$ cat src/rtl/el2_lsu_clken_gen.sv
// el2_lsu_clken_gen
// Clock-enable generator for the LSU. Each activity channel yields a
// single-pulse enable (c1) and a hold-stretched enable (c2). The block also
// produces a free-running enable with idle hysteresis. Bus-synchronous
// channels are qualified by bus_clk_en, and their requests are held pending
// until the next bus tick. Only enables are produced here; the parent owns
// the clock headers.
module el2_lsu_clken_gen #(
  parameter int                 NUM_CH    = 4,
  parameter int                 HOLD_CYC  = 1,
  parameter int                 IDLE_HOLD = 2,
  parameter logic [NUM_CH-1:0]  BUS_MASK  = (NUM_CH)'(4'b1000)
) (
  input  logic              clk,
  input  logic              rst_l,
  input  logic              clk_override,
  input  logic              dec_tlu_force_halt,
  input  logic              bus_clk_en,
  input  logic [NUM_CH-1:0] req,
  input  logic [NUM_CH-1:0] busy,
  output logic [NUM_CH-1:0] c1_en,
  output logic [NUM_CH-1:0] c2_en,
  output logic              free_en,
  output logic              lsu_idle
);

  // Counter widths. They are never narrower than one bit, so a zero hold
  // parameter still gives a legal, constant-zero register.
  localparam int HW = (HOLD_CYC  > 0) ? $clog2(HOLD_CYC  + 1) : 1;
  localparam int IW = (IDLE_HOLD > 0) ? $clog2(IDLE_HOLD + 1) : 1;

  logic [NUM_CH-1:0]         r_pend;
  logic [NUM_CH-1:0][HW-1:0] r_hold_cnt;
  logic [IW-1:0]             r_idle_cnt;
  logic                      r_lsu_idle;

  logic [NUM_CH-1:0]         w_q;
  logic [NUM_CH-1:0]         w_act;
  logic [NUM_CH-1:0]         w_c1;
  logic [NUM_CH-1:0]         w_hold_nz;
  logic [NUM_CH-1:0]         w_pend_nxt;
  logic [NUM_CH-1:0][HW-1:0] w_hold_nxt;
  logic [IW-1:0]             w_idle_nxt;
  logic                      w_any_act;
  logic                      w_free;

  // Per-channel qualifier, activity and single-pulse enable.
  always_comb begin
    w_q   = ~BUS_MASK | {NUM_CH{bus_clk_en}};
    w_act = req | r_pend;
    w_c1  = (w_act | {NUM_CH{clk_override}}) & w_q;
  end

  // Pending bus requests wait for the next tick. A tick consumes them, and
  // force_halt discards them. Non-bus channels never hold a pending request.
  always_comb begin
    if (dec_tlu_force_halt || bus_clk_en) begin
      w_pend_nxt = '0;
    end else begin
      w_pend_nxt = (r_pend | req) & BUS_MASK;
    end
  end

  // Hold counters. Qualified activity retriggers the load, and qualified idle
  // cycles count down. clk_override does not load the counters.
  always_comb begin
    // NOTE: every always_comb output gets a default first so that no path
    // leaves it unassigned and infers a latch.
    w_hold_nxt = r_hold_cnt;
    w_hold_nz  = '0;
    for (int i = 0; i < NUM_CH; i++) begin
      w_hold_nz[i] = (r_hold_cnt[i] != '0);
      if (w_q[i] && w_act[i]) begin
        w_hold_nxt[i] = HW'(HOLD_CYC);
      end else if (w_q[i] && w_hold_nz[i]) begin
        w_hold_nxt[i] = r_hold_cnt[i] - HW'(1);
      end
    end
  end

  // Block-level activity, idle hysteresis counter and free enable.
  always_comb begin
    w_any_act = (|req) | (|busy) | (|r_pend);
    if (w_any_act) begin
      w_idle_nxt = IW'(IDLE_HOLD);
    end else if (r_idle_cnt != '0) begin
      w_idle_nxt = r_idle_cnt - IW'(1);
    end else begin
      w_idle_nxt = r_idle_cnt;
    end
    w_free = w_any_act | (r_idle_cnt != '0) | clk_override | dec_tlu_force_halt;
  end

  // State registers. Reset clears all stretch state and reports the block idle.
  always_ff @(posedge clk or negedge rst_l) begin
    // NOTE: the reset branch covers every register here, so an asserted
    // reset drops c2_en and free_en stretch in the same cycle.
    if (!rst_l) begin
      r_pend     <= '0;
      r_hold_cnt <= '0;
      r_idle_cnt <= '0;
      r_lsu_idle <= 1'b1;
    end else begin
      // NOTE: sequential state uses non-blocking assignments so that every
      // register samples the pre-edge values.
      r_pend     <= w_pend_nxt;
      r_hold_cnt <= w_hold_nxt;
      r_idle_cnt <= w_idle_nxt;
      r_lsu_idle <= ~w_free;
    end
  end

  // Output drive.
  always_comb begin
    c1_en    = w_c1;
    c2_en    = w_c1 | (w_hold_nz & w_q) | {NUM_CH{dec_tlu_force_halt}};
    free_en  = w_free;
    lsu_idle = r_lsu_idle;
  end

endmodule
$ cat config.mk
export PLATFORM = sky130hd
export DESIGN_NAME = el2_lsu_clken_gen
export DESIGN_NICKNAME = d
export VERILOG_FILES = /design/src/rtl/el2_lsu_clken_gen.sv
export SDC_FILE = /design/constraint.sdc
export NUM_CORES = 1
export LEC_CHECK = 0
export BUFFER_PORTS_ARGS = -buffer_cell sky130_fd_sc_hd__buf_2
export CORE_AREA = 4 4 41 43
export CTS_CLUSTER_SIZE = 14
export DETAILED_ROUTE_END_ITERATION = 10
export DIE_AREA = 0 0 45 47
export GPL_TIMING_DRIVEN = 1
export RECOVER_POWER = 25
export SLEW_MARGIN = 30
export SYNTH_ARGS = -nofsm -noshare
export SYNTH_HDL_FRONTEND = slang
export SYNTH_SLANG_ARGS = --single-unit
$ cat constraint.sdc
create_clock -name clk -period 1.5 [get_ports clk]
set_clock_uncertainty 0.15 [all_clocks]
set_input_delay 0.3 -clock clk [delete_from_list [all_inputs] [get_ports clk]]
set_output_delay 0.3 -clock clk [all_outputs]
set_load 0.01 [all_outputs]
## Yosys cells after proc, flatten, opt, wreduce, memory -nomap -nowiden

Cells that the tools add are included.
Widths: inputs -> output; s select.

- Register bits: 11
- Bits of input ports: 13
- Output and inout port bits: 10
- Logic and storage cells: 44

- Add/sub/neg operators: 5
- Multiplexer cells: 11
- Bitwise logic cells: 12
- Reductions and logical operators: 9

Operator list:

| operator | number |
|---|---|
| $or 4x4->4 | 4 |
| $reduce_or 4->1 | 3 |
| $and 4x4->4 | 2 |
| $mux 1 | 8 |
| $reduce_bool 2->1 | 3 |
| $or 1x1->1 | 5 |
| $mux 2 | 2 |
| $mux 4 | 1 |
| $sub 1x1->1 const B | 4 |
| $logic_and 1x1->1 | 2 |
| $sub 2x1->2 const B | 1 |
| $logic_or 1x1->1 | 1 |
| $not 1->1 | 1 |

## Logic depth before layout (Yosys ltp)

Gate-level depths: netlist of run 1.

- Depth in word-level cells: 7
- Mapped depth: 4
- Mapped depth without buffers: 4

## Least setup slack after synthesis of run 1

No wires, ideal clock.

- Path type: register to output
- From: register r_pend[3]
- To: output free_en
- Data arrival time: 1184 ps
- Required time: 1050 ps
- Setup slack: -134 ps
- Cell stages (with the launch flop): 4
- Buffers on the path: 0
- Cells stage by stage: dfrtp_1 or4_4 nor3_4 nand3_1

- Cells in the longest elaborated chain, start to end: 5

RTL lines:

| what | line | text |
|---|---|---|
| start, declared | 32 | `logic [NUM_CH-1:0] r_pend;` |
| start signal, assigned | 106 | `r_pend <= w_pend_nxt;` |
| $reduce_or 4->1 | 83 | `w_any_act = (\|req) \| (\|busy) \| (\|r_pend);` |
| $or 1x1->1 | 83 |  |
| $or 1x1->1 (3 in series) | 91 | `w_free = w_any_act \| (r_idle_cnt != '0) \| clk_override \| dec_tlu_force_halt;` |
| end, declared | 23 | `output logic free_en,` |

Every way passes these cells.

## Final worst setup path of run 1

Ends and elaborated chain as after synthesis.

==> reports/metrics.json, run 1 <==
{
  "outcome": "complete, but fails checks",
  "failed_checks": "setup timing",
  "antenna_violations_before_repair": 0,
  "mostFrequentLayoutCell": "buf_2",
  "number_of_enable_type_register_cells_in_the_synthesized_netlist": 0,
  "syn-instance-count": 38,
  "dieWidth_um": 45,
  "clock_power_share": 0.370,
  "switching_share": 0.265,
  "worst_r2r_startpoint": "r_pend[3]",
  "design.portCount": 23,
  "report.power.total_uw": 505,
  "hp-start": "dec_tlu_force_halt",
  "cts.path.max_buffers": 2,
  "timing.hold.worst_endpoint": "r_pend[3]",
  "placement.io_buffers": 22,
  "async_flop_share": 1.00,
  "crit_type": "reg2out",
  "die_h_um": 47,
  "core-area_mm2": 0.00130,
  "worst-endpoint-required_ps": 1050,
  "final.period_utilization": 1.33,
  "final.min_clock_period_ps": 1990,
  "syn-num-nets": 52,
  "yosysSeqAreaShare": 0.518,
  "power_switching_uw": 134,
  "synth-warning-count": 0,
  "diodes": 0,
  "ff2ff_setup_slack_ps": -100,
  "first_global_vias": 402,
  "placementRows": 13,
  "drv_cap": 0,
  "fp.dieArea_mm2": 0.00212,
  "drc": 0,
  "detailroute.via_count": 399,
  "place_inst": 82,
  "finalHoldViolations": 0,
  "static-leakage-power_nw": 0.305,
  "post_route_cells_drive_above_1_share": 0.562,
  "cts_num_sinks": 8,
  "hold_depth": 2,
  "reg2reg_to": "r_idle_cnt[1]",
  "worstPathCellList": "or4_4 -> nor3_4 -> nand3_2 -> buf_6",
  "total_nets_final": 88,
  "htree_levels": 1,
  "gp_congestion": 0.675,
  "worst_setup_path_startpoint": "r_pend[3]",
  "cp-end-kind": "output pin",
  "max_slew_margin": 0.712,
  "cts_made_buffers": 3,
  "place.detailed.hpwl_um": 751,
  "layout_common_cells": "buf_2 (17), dfrtp_1 (7), nor2_1 (6), buf_4 (6), clkbuf_1 (5)",
  "report.final.setup_viol": 6,
  "worstSkewPairLatency_ps": 270,
  "postSynthAreaPerCell_um2": 10.2,
  "ant_nets": 0,
  "grtUsageTotal": 0.110,
  "setup.worst_path.start_class": "register",
  "count_of_distinct_cell_types_in_the_synthesized_netlist": 19,
  "drt-pass1-iter-count": 4,
  "worst_path_slowest_cell": "or4_4",
  "most_used_flip_flop_cell_after_synthesis": "dfrtp_1",
  "clkSlewWorstSetupHoldPaths_ps": 60,
  "rsz0062_at_grt": "true",
  "synthesis.area_um2": 389,
  "root_buffer": "clkbuf_4",
  "critical_path_peak_fanout": 2,
  "worst_path_largest_cell_delay_ps": 440,
  "count_of_final_max_slew_check_failures": 0,
  "seq_power_share": 0.453,
  "starting_utilization_of_the_core_area": 0.299,
  "total_power_divided_by_cell_area_mw_per_mm2": 756,
  "worst_ir_drop_vdd_uv": 464,
  "clock_tree_from_tritoncts": "built",
  "worst-r2r-cell-count": 4,
  "routed_via_density": 4.53,
  "internal_pwr_total_uw": 371,
  "achievable-frequency_mhz": 502,
  "yosys_register_bits": 8,
  "hold_path.class": "in2reg",
  "tightest_slew_ps": 431,
  "grt_pass1_wl_um": 1570,
  "layout.cells.non_filler": 88,
  "maximum_number_of_pins_on_one_net_before_global_route_repair": 9,
  "synthToLayoutAreaGrowth_pct": 71.7,
  "comb_power_share": 0.177,
  "wl_um": 1060,
  "detail_route.iter0.violations": 1,
  "hold_ws_ps": 59.6,
  "dr_wl_cell_um": 12.0,
  "timing.critical_path.arrival_ps": 1540,
  "overflow_left_after_global_routing": 0,
  "final_critical_path_setup_slack_ps": -494
}
==> per-stage QoR <==
step                instance area [um2]  worst slack (ps)  TNS (ps)   util
global placement                    576              -324      -876  0.442
detailed placement                  576              -325      -888  0.442
finish                              668              -494     -1430  0.513
floorplan                           394              -112      -112      -
global route                        668              -547     -1710  0.513
CTS                                 632              -474     -1080  0.486
==> registers in the layout, indices dropped and copies added (netlist names) <==
signal / cells
r_hold_cnt: 4
r_idle_cnt: 2
lsu_idle: 1
r_pend: 1
==> critical path: cells and delay by family (launching register included) <==
kind	cells	cell delay, ps
buffers and inverters	1	130
DFF	1	400
and+or+nand+nor	3	760
==> power by group through the flow <==
| stage | registers (mW) | clock network (mW) | logic, mW |
|---|---|---|---|
| 2_1_floorplan | 0.231 | 0 | 0.0263 |
| 3_3_place_gp | 0.231 | 0 | 0.0758 |
| 3_5_place_dp | 0.231 | 0 | 0.0761 |
| 4_1_cts | 0.227 | 0.194 | 0.0835 |
| 5_1_grt | 0.229 | 0.201 | 0.100 |
| 6_report | 0.229 | 0.187 | 0.0894 |
==> layer usage <==
| metal | track usage | share of wire |
|---|---|---|
| met4 | 0.0526 | 0.016 |
| met3 | 0.0651 | 0.10 |
| met5 | 0 | 0 |
| met2 | 0.172 | 0.48 |
| met1 | 0.118 | 0.40 |
==> synthesized netlist by cell type (2+ instances only) <==
library cell  number  area, um2
dfrtp_1            7        175
nor2_1             6       22.5
nand2_1            4       15.0
or2_2              3       18.8
and3_1             2       12.5
inv_1              2       7.51
nor3_1             2       10.0
==> logic make-up (layout without fill, tap and decap cells) <==
logic type | Yosys count | after routing | share of synthesized area
compound gates | 4 | 4 | 0.0836
xor+xnor | 1 | 1 | 0.0225
fa+ha+maj | 1 | 1 | 0.0321
buf+inv | 2 | 37 | 0.0193
flops | 8 | 8 | 0.518
simple gates | 22 | 22 | 0.325
==> layout make-up <==
| cell class | count | area, um2 |
|---|---|---|
| Fill cell | 128 | 633 |
| Multi-Input combinational cell | 28 | 225 |
| Sequential cell | 8 | 201 |
| Timing Repair Buffer | 31 | 189 |
| Clock buffer | 4 | 26.3 |
| Tap cell | 15 | 18.8 |
| Inverter | 2 | 7.51 |
==> how the worst max path moves through the flow <==
stage              end  slack (ps)
2_1_floorplan  free_en        -110
5_1_grt        free_en        -550
6_report       free_en        -490
3_3_place_gp   free_en        -320
3_5_place_dp   free_en        -320
4_1_cts        free_en        -470
==> what timing repair did <==
item | in CTS | in global routing
hold buffers | 1 | 0
endpoints found under the hold margin | 8 | 0
gates resized for setup | 3 | 6
setup endpoints to repair | 6 | 6
setup buffers | 0 | 2
pin swaps | 2 | 1
(Power assumes the default switching activity.)
==> run 2, diff against run 1 <==
Settings changed: BUFFER_PORTS_ARGS -buffer_cell sky130_fd_sc_hd__buf_2 to unset, DONT_BUFFER_PORTS set to 1, GPL_TIMING_DRIVEN 1 to unset.
==> run 2 against run 1 <==
Net effect: the flow finishes with violations (hold timing, setup timing); worst hold slack worse by 140 ps; sequential share of layout area grew 3.4 points; flip-flop and latch count unchanged; register-to-register slack improved by 120 ps; critical endpoint unchanged; cell area shrank 10%; clock-buffer cell count did not move.
==> reports/metrics.json, run 2 (synthesis gave the netlist of run 1 again) <==
{
  "rsz0062_at_grt": "true",
  "cp-end-kind": "output pin",
  "report.final.setup_viol": {"value": 3, "change": "-3"},
  "switching_share": {"value": 0.230, "change": "-0.0347"},
  "crit_type": "reg2out",
  "placement.io_buffers": {"value": 0, "change": "-100%"},
  "wl": {"value": 1010, "unit": "um", "change": "-4.5%"},
  "dieWidth": {"value": 45, "unit": "um", "change": "unchanged"},
  "max_slew_margin": {"value": 0.757, "change": "+0.0444"},
  "final.min_clock_period": {"value": 1780, "unit": "ps", "change": "-211 ps"},
  "static-leakage-power": {"value": 0.258, "unit": "nW", "change": "-15%"},
  "setup.worst_path.start_class": "register",
  "root_buffer": "clkbuf_4",
  "hp-start": "req[1]",
  "drc": {"value": 0, "change": "unchanged"},
  "hold_ws": {"value": -75.5, "unit": "ps", "change": "-135 ps"},
  "tightest_slew": {"value": 364, "unit": "ps", "change": "-67.8 ps"},
  "worst_setup_path_startpoint": "r_pend[3]",
  "total_nets_final": {"value": 70, "change": "-20%"},
  "hold_path.class": "in2reg",
  "gp_congestion": {"value": 0.713, "change": "+5.6%"},
  "outcome": "complete, but fails checks",
  "fillerInstances": {"value": 131, "change": "+2.3%"},
  "finalHoldViolations": {"value": 1, "change": "+1"},
  "fp.dieArea": {"value": 0.00212, "unit": "mm2", "change": "unchanged"},
  "worst-endpoint-required": {"value": 1050, "unit": "ps", "change": "about the same"},
  "clock_power_share": {"value": 0.384, "change": "+0.014"},
  "drt-pass1-iter-count": {"value": 1, "change": "-3"},
  "place_area": {"value": 465, "unit": "um2", "change": "-19%"},
  "place.detailed.hpwl": {"value": 756, "unit": "um", "change": "+0.64%"},
  "detail_route.iter0.violations": {"value": 0, "change": "-1"},
  "first_global_vias": {"value": 384, "change": "-4.5%"},
  "comb_power_share": {"value": 0.127, "change": "-0.050"},
  "timing.setup.tns": {"value": -622, "unit": "ps", "change": "+810 ps"},
  "report.power.total": {"value": 467, "unit": "uW", "change": "-7.5%"},
  "placementRows": {"value": 13, "change": "unchanged"},
  "diodes": {"value": 0, "change": "unchanged"},
  "timing.critical_path.arrival": {"value": 1330, "unit": "ps", "change": "-210 ps"},
  "grtUsageTotal": {"value": 0.113, "change": "+0.00364"},
  "antenna_violations_before_repair": {"value": 0, "change": "unchanged"},
  "maximum_number_of_pins_on_one_net_before_global_route_repair": {"value": 9, "change": "unchanged"},
  "finish.instance_area": {"value": 601, "unit": "um2", "change": "-10%"},
  "largest-register": "r_hold_cnt",
  "overflow_left_after_global_routing": {"value": 0, "change": "unchanged"},
  "cts-hold-fix-buffers": {"value": 5, "change": "+4"},
  "final.period_utilization": {"value": 1.19, "change": "-0.141"},
  "dr_wl_cell": {"value": 14.4, "unit": "um", "change": "+20%"},
  "achievable-frequency": {"value": 561, "unit": "MHz", "change": "+12%"},
  "internal_pwr_total": {"value": 360, "unit": "uW", "change": "-3.1%"},
  "detailroute.via_count": {"value": 346, "change": "-13%"},
  "cts.path.max_buffers": {"value": 2, "change": "unchanged"},
  "layout.cells.non_filler": {"value": 70, "change": "-20%"},
  "grt_pass1_wl": {"value": 1680, "unit": "um", "change": "+7.0%"},
  "critical_path_peak_fanout": {"value": 2, "change": "unchanged"},
  "place_inst": {"value": 60, "change": "-27%"},
  "hold_depth": {"value": 0, "change": "-2"},
  "design.portCount": {"value": 23, "change": "unchanged"},
  "largestRegisters": "r_hold_cnt x4, r_idle_cnt x2",
  "ant_nets": {"value": 0, "change": "unchanged"},
  "final_critical_path_setup_slack": {"value": -283, "unit": "ps", "change": "+211 ps"},
  "synthToLayoutAreaGrowth_pct": 54.3,
  "worstSkewPairLatency": {"value": 250, "unit": "ps", "change": "-20 ps"},
  "worst_r2r_startpoint": "r_pend[3]",
  "post_route_cells_drive_above_1_share": {"value": 0.400, "change": "-0.162"},
  "largest_register_ff_count": {"value": 4, "change": "unchanged"},
  "core-area": {"value": 0.00130, "unit": "mm2", "change": "unchanged"},
  "failed_checks": "hold timing, setup timing",
  "clkSlewWorstSetupHoldPaths": {"value": 60, "unit": "ps", "change": "about the same"},
  "layout_common_cells": "buf_4 (7), dfrtp_1 (7), nor2_1 (6), dlygate4sd3_1 (5), nand2_1 (4)",
  "count_of_final_max_slew_check_failures": {"value": 0, "change": "unchanged"},
  "total_power_divided_by_cell_area": {"value": 778, "unit": "mW/mm2", "change": "+2.9%"},
  "die_h": {"value": 47, "unit": "um", "change": "unchanged"},
  "starting_utilization_of_the_core_area": {"value": 0.299, "change": "unchanged"},
  "seq_power_share": {"value": 0.489, "change": "+0.036"},
  "cts_num_sinks": {"value": 8, "change": "unchanged"},
  "clock_tree_from_tritoncts": "built",
  "cts_made_buffers": {"value": 3, "change": "unchanged"},
  "worst_ir_drop_vdd": {"value": 418, "unit": "uV", "change": "-9.9%"},
  "routed_via_density": {"value": 4.94, "change": "+9.0%"},
  "worst-r2r-cell-count": {"value": 4, "change": "unchanged"},
  "drv_cap": {"value": 0, "change": "unchanged"},
  "htree_levels": {"value": 1, "change": "unchanged"},
  "power_switching": {"value": 108, "unit": "uW", "change": "-20%"}
}
run 2: power groups by stage:
stage               logic [mW]  registers [mW]  clock network (mW)
finish                  0.0592           0.229               0.179
detailed placement      0.0372           0.231                   0
floorplan               0.0263           0.231                   0
global placement        0.0367           0.231                   0
global route            0.0661           0.229               0.199
CTS                     0.0553           0.227               0.187
run 2: path summary, 6_finish.rpt:
check / slack (ps) / to
setup / recovery: -280 / free_en
hold / removal: -80 / r_hold_cnt[1]
setup reg to reg: 20 / r_idle_cnt[1]
hold reg to reg: 380 / r_idle_cnt[1]
max in group asynchronous: 650 / lsu_idle
min in group asynchronous: 240 / r_hold_cnt[3]
run 2: per-stage QoR:
stage	hold WS, ps	setup slack (ps)	utilization
floorplan	-146	-112	-
global placement	-145	-129	0.358
detailed placement	-145	-129	0.358
CTS	-86.3	-303	0.433
global route	-94.9	-355	0.462
finish	-75.5	-283	0.462
run 2: what timing repair did:
| action | CTS | global route |
|---|---|---|
| setup endpoints to repair | 6 | 6 |
| hold endpoints to repair | 13 | 1 |
| buffers inserted | 1 | 1 |
| resized for setup | 3 | 4 |
| pin swaps | 4 | 0 |
run 2: area by class of cell:
cell class                      instances  area, um2  area share
Tap cell                               15       18.8      0.0313
Multi-Input combinational cell         28        233       0.387
Timing Repair Buffer                   13        114       0.190
Inverter                                2       7.51      0.0125
Sequential cell                         8        201       0.335
Clock buffer                            4       26.3      0.0438
run 2: routing by layer:
layer / GRT usage / wire length [um] / vias up
li1: - / - / 168
met1: 0.126 / 428 / 163
met2: 0.186 / 468 / 15
met3: 0.0613 / 111 / 0
met4: 0.0351 / 0 / 0
met5: 0 / 0 / -
run 2: worst max-delay path: stages (launching register included):
cell,delay (ps)
dfrtp_1,380
or4_4,430
nor3_4,160
nand3_2,120
==> run 3, diff against run 2 <==
Settings changed: CTS_BUF_LIST set to sky130_fd_sc_hd__clkbuf_16, GPL_TIMING_DRIVEN set to 0.
==> run 3 against run 2 <==
Net effect: the run ends with setup timing left; fmax grew 1.9%; largest power group is now clock; via count shrank 1.2%; routed wire length grew 5.3%; cell count shrank 5.7%; sequential share of layout area shrank 1.5 points; register-to-register slack lost 30 ps; die area is the same; cell area grew 4.6%; non-clock buffer count shrank 4; power grew 59%; clock power grew to 2.5 times the previous value.
==> reports/metrics.json, run 3 (synthesis gave the netlist of run 1 again) <==
{
  "overflow_left_after_global_routing": {"value": 0, "change": "unchanged"},
  "grtUsageTotal": {"value": 0.110, "change": "-0.00301"},
  "dr_wl_cell": {"value": 16.1, "unit": "um", "change": "+12%"},
  "setup.worst_path.start_class": "register",
  "final.min_clock_period": {"value": 1750, "unit": "ps", "change": "-34.0 ps"},
  "achievable-frequency": {"value": 572, "unit": "MHz", "change": "+1.9%"},
  "tightest_slew": {"value": 389, "unit": "ps", "change": "+25.6 ps"},
  "timing.critical_path.arrival": {"value": 1300, "unit": "ps", "change": "-30 ps"},
  "use_met1": {"value": 0.122, "change": "-0.00410"},
  "first_global_vias": {"value": 348, "change": "-9.4%"},
  "diodes": {"value": 0, "change": "unchanged"},
  "mostFrequentLayoutCell": "dfrtp_1",
  "antenna_violations_before_repair": {"value": 0, "change": "unchanged"},
  "global_route.usage.met2": {"value": 0.141, "change": "-0.0452"},
  "largestRegisters": "r_hold_cnt x4, r_idle_cnt x2",
  "post_route_cells_drive_above_1_share": {"value": 0.353, "change": "-0.0471"},
  "maximum_number_of_pins_on_one_net_before_global_route_repair": {"value": 9, "change": "unchanged"},
  "worst_ir_drop_vdd": {"value": 738, "unit": "uV", "change": "+77%"},
  "core-area": {"value": 0.00130, "unit": "mm2", "change": "unchanged"},
  "worst-endpoint-required": {"value": 1050, "unit": "ps", "change": "about the same"},
  "failed_checks": "setup timing",
  "ant_nets": {"value": 0, "change": "unchanged"},
  "largest_register_ff_count": {"value": 4, "change": "unchanged"},
  "hold_ws": {"value": 5.13, "unit": "ps", "change": "+80.6 ps"},
  "place.detailed.hpwl": {"value": 696, "unit": "um", "change": "-7.9%"},
  "root_buffer": "clkbuf_16",
  "drv_cap": {"value": 0, "change": "unchanged"},
  "rsz0062_at_grt": "true",
  "max_slew_margin": {"value": 0.740, "change": "-0.0172"},
  "detail_route.iter0.violations": {"value": 2, "change": "+2"},
  "drc": {"value": 0, "change": "unchanged"},
  "timing.setup.tns": {"value": -588, "unit": "ps", "change": "+33.7 ps"},
  "outcome": "complete, but fails checks",
  "final.period_utilization": {"value": 1.17, "change": "-0.0227"},
  "dp_slack": {"value": -170, "unit": "ps", "change": "-41.0 ps"},
  "routed_via_density": {"value": 5.18, "change": "+4.8%"},
  "design.portCount": {"value": 23, "change": "unchanged"},
  "clkSlewWorstSetupHoldPaths": {"value": 40, "unit": "ps", "change": "-20 ps"},
  "critical_path_peak_fanout": {"value": 2, "change": "unchanged"},
  "placement.io_buffers": {"value": 0, "change": "unchanged"},
  "largest-register": "r_hold_cnt",
  "finalHoldViolations": {"value": 0, "change": "-1"},
  "grt_use_met3": {"value": 0.0920, "change": "+0.0307"},
  "total_power_divided_by_cell_area": {"value": 1180, "unit": "mW/mm2", "change": "+52%"},
  "clock_tree_from_tritoncts": "built",
  "final_critical_path_setup_slack": {"value": -249, "unit": "ps", "change": "+34.0 ps"},
  "htree_levels": {"value": 1, "change": "unchanged"},
  "dieWidth": {"value": 45, "unit": "um", "change": "unchanged"},
  "fp.dieArea": {"value": 0.00212, "unit": "mm2", "change": "unchanged"},
  "drt-pass1-iter-count": {"value": 3, "change": "+2"},
  "hold_path.class": "in2reg",
  "gp_congestion": {"value": 0.711, "change": "-0.31%"},
  "worstSkewPairLatency": {"value": 230, "unit": "ps", "change": "-20 ps"},
  "static-leakage-power": {"value": 0.262, "unit": "nW", "change": "+1.4%"},
  "crit_type": "reg2out",
  "die_h": {"value": 47, "unit": "um", "change": "unchanged"},
  "layout_common_cells": "dfrtp_1 (7), nor2_1 (6), dlygate4sd3_1 (6), nand2_1 (4)",
  "synthToLayoutAreaGrowth_pct": 61.4,
  "total_nets_final": {"value": 66, "change": "-5.7%"},
  "starting_utilization_of_the_core_area": {"value": 0.299, "change": "unchanged"},
  "post_route_utilization": {"value": 0.483, "change": "+0.0212"},
  "count_of_final_max_slew_check_failures": {"value": 0, "change": "unchanged"},
  "placementRows": {"value": 13, "change": "unchanged"},
  "detailroute.via_count": {"value": 342, "change": "-1.2%"},
  "cts_made_buffers": {"value": 3, "change": "unchanged"},
  "cp-end-kind": "output pin",
  "grt_pass1_wl": {"value": 1550, "unit": "um", "change": "-8.2%"},
  "report.final.setup_viol": {"value": 4, "change": "+1"},
  "wl": {"value": 1060, "unit": "um", "change": "+5.3%"},
  "grt_busiest_layer": "met2",
  "cts.path.max_buffers": {"value": 2, "change": "unchanged"},
  "cts_num_sinks": {"value": 8, "change": "unchanged"}
}
run 3: cell count changes in the layout (fill, tap and decap cells not counted):
cell	before	now
buf_4	7	2
clkbuf_1	1	0
clkbuf_16	0	3
inv_1	2	3
ha_2	0	1
clkbuf_4	3	0
ha_1	1	0
dlygate4sd3_1	5	6
run 3: stage by stage:
step | total power, mW | cells | area, um2
6_report | 0.743 | 66 | 628
5_1_grt | 0.771 | 66 | 628
4_1_cts | 0.744 | 65 | 589
3_5_place_dp | 0.262 | 53 | 413
3_3_place_gp | 0.261 | 53 | 413
2_1_floorplan | 0.257 | 38 | 394
run 3: critical path, stage by stage (launching register included):
cell,delay (ps)
dfrtp_1,370
or4_4,430
nor3_4,150
nand3_2,120
run 3: where the power goes:
part	switching, mW	internal, mW
registers	0.00466	0.225
clock network	0.108	0.347
logic	0.0263	0.0318
total	0.139	0.604
run 3: final timing paths:
kind,from,end,slack (ps),depth (start not counted)
worst max-delay path,r_pend[3],free_en,-250,3
worst min-delay path,bus_clk_en,r_hold_cnt[3],5,1
worst max register to register,r_pend[3],r_idle_cnt[1],-10,4
worst min register to register,r_idle_cnt[1],r_idle_cnt[1],350,2
max in group asynchronous,rst_l,lsu_idle,620,1
min in group asynchronous,rst_l,r_hold_cnt[0],270,1
run 3: what timing repair did:
item / CTS / global route
pin swaps: 3 / 0
gates cloned: 0 / 0
setup buffers: 3 / 0
hold buffers: 5 / 1
resized for setup: 4 / 4
endpoints found under the hold margin: 12 / 1
endpoints found under the setup margin: 3 / 4
run 3: routing by layer:
metal  wire, um  share of wire  vias to the layer above
met3        128           0.12                        2
li1           -              -                      160
met5          0              0                        -
met2        465           0.44                       17
met4         10         0.0094                        0
met1        456           0.43                      163
run 3: layout make-up:
cell class / instances / area [um2]
Clock buffer: 3 / 75.1
Clock inverter: 1 / 3.75
Fill cell: 131 / 673
Inverter: 2 / 7.51
Multi-Input combinational cell: 28 / 235
Sequential cell: 8 / 201
Tap cell: 15 / 18.8
Timing Repair Buffer: 9 / 86.3
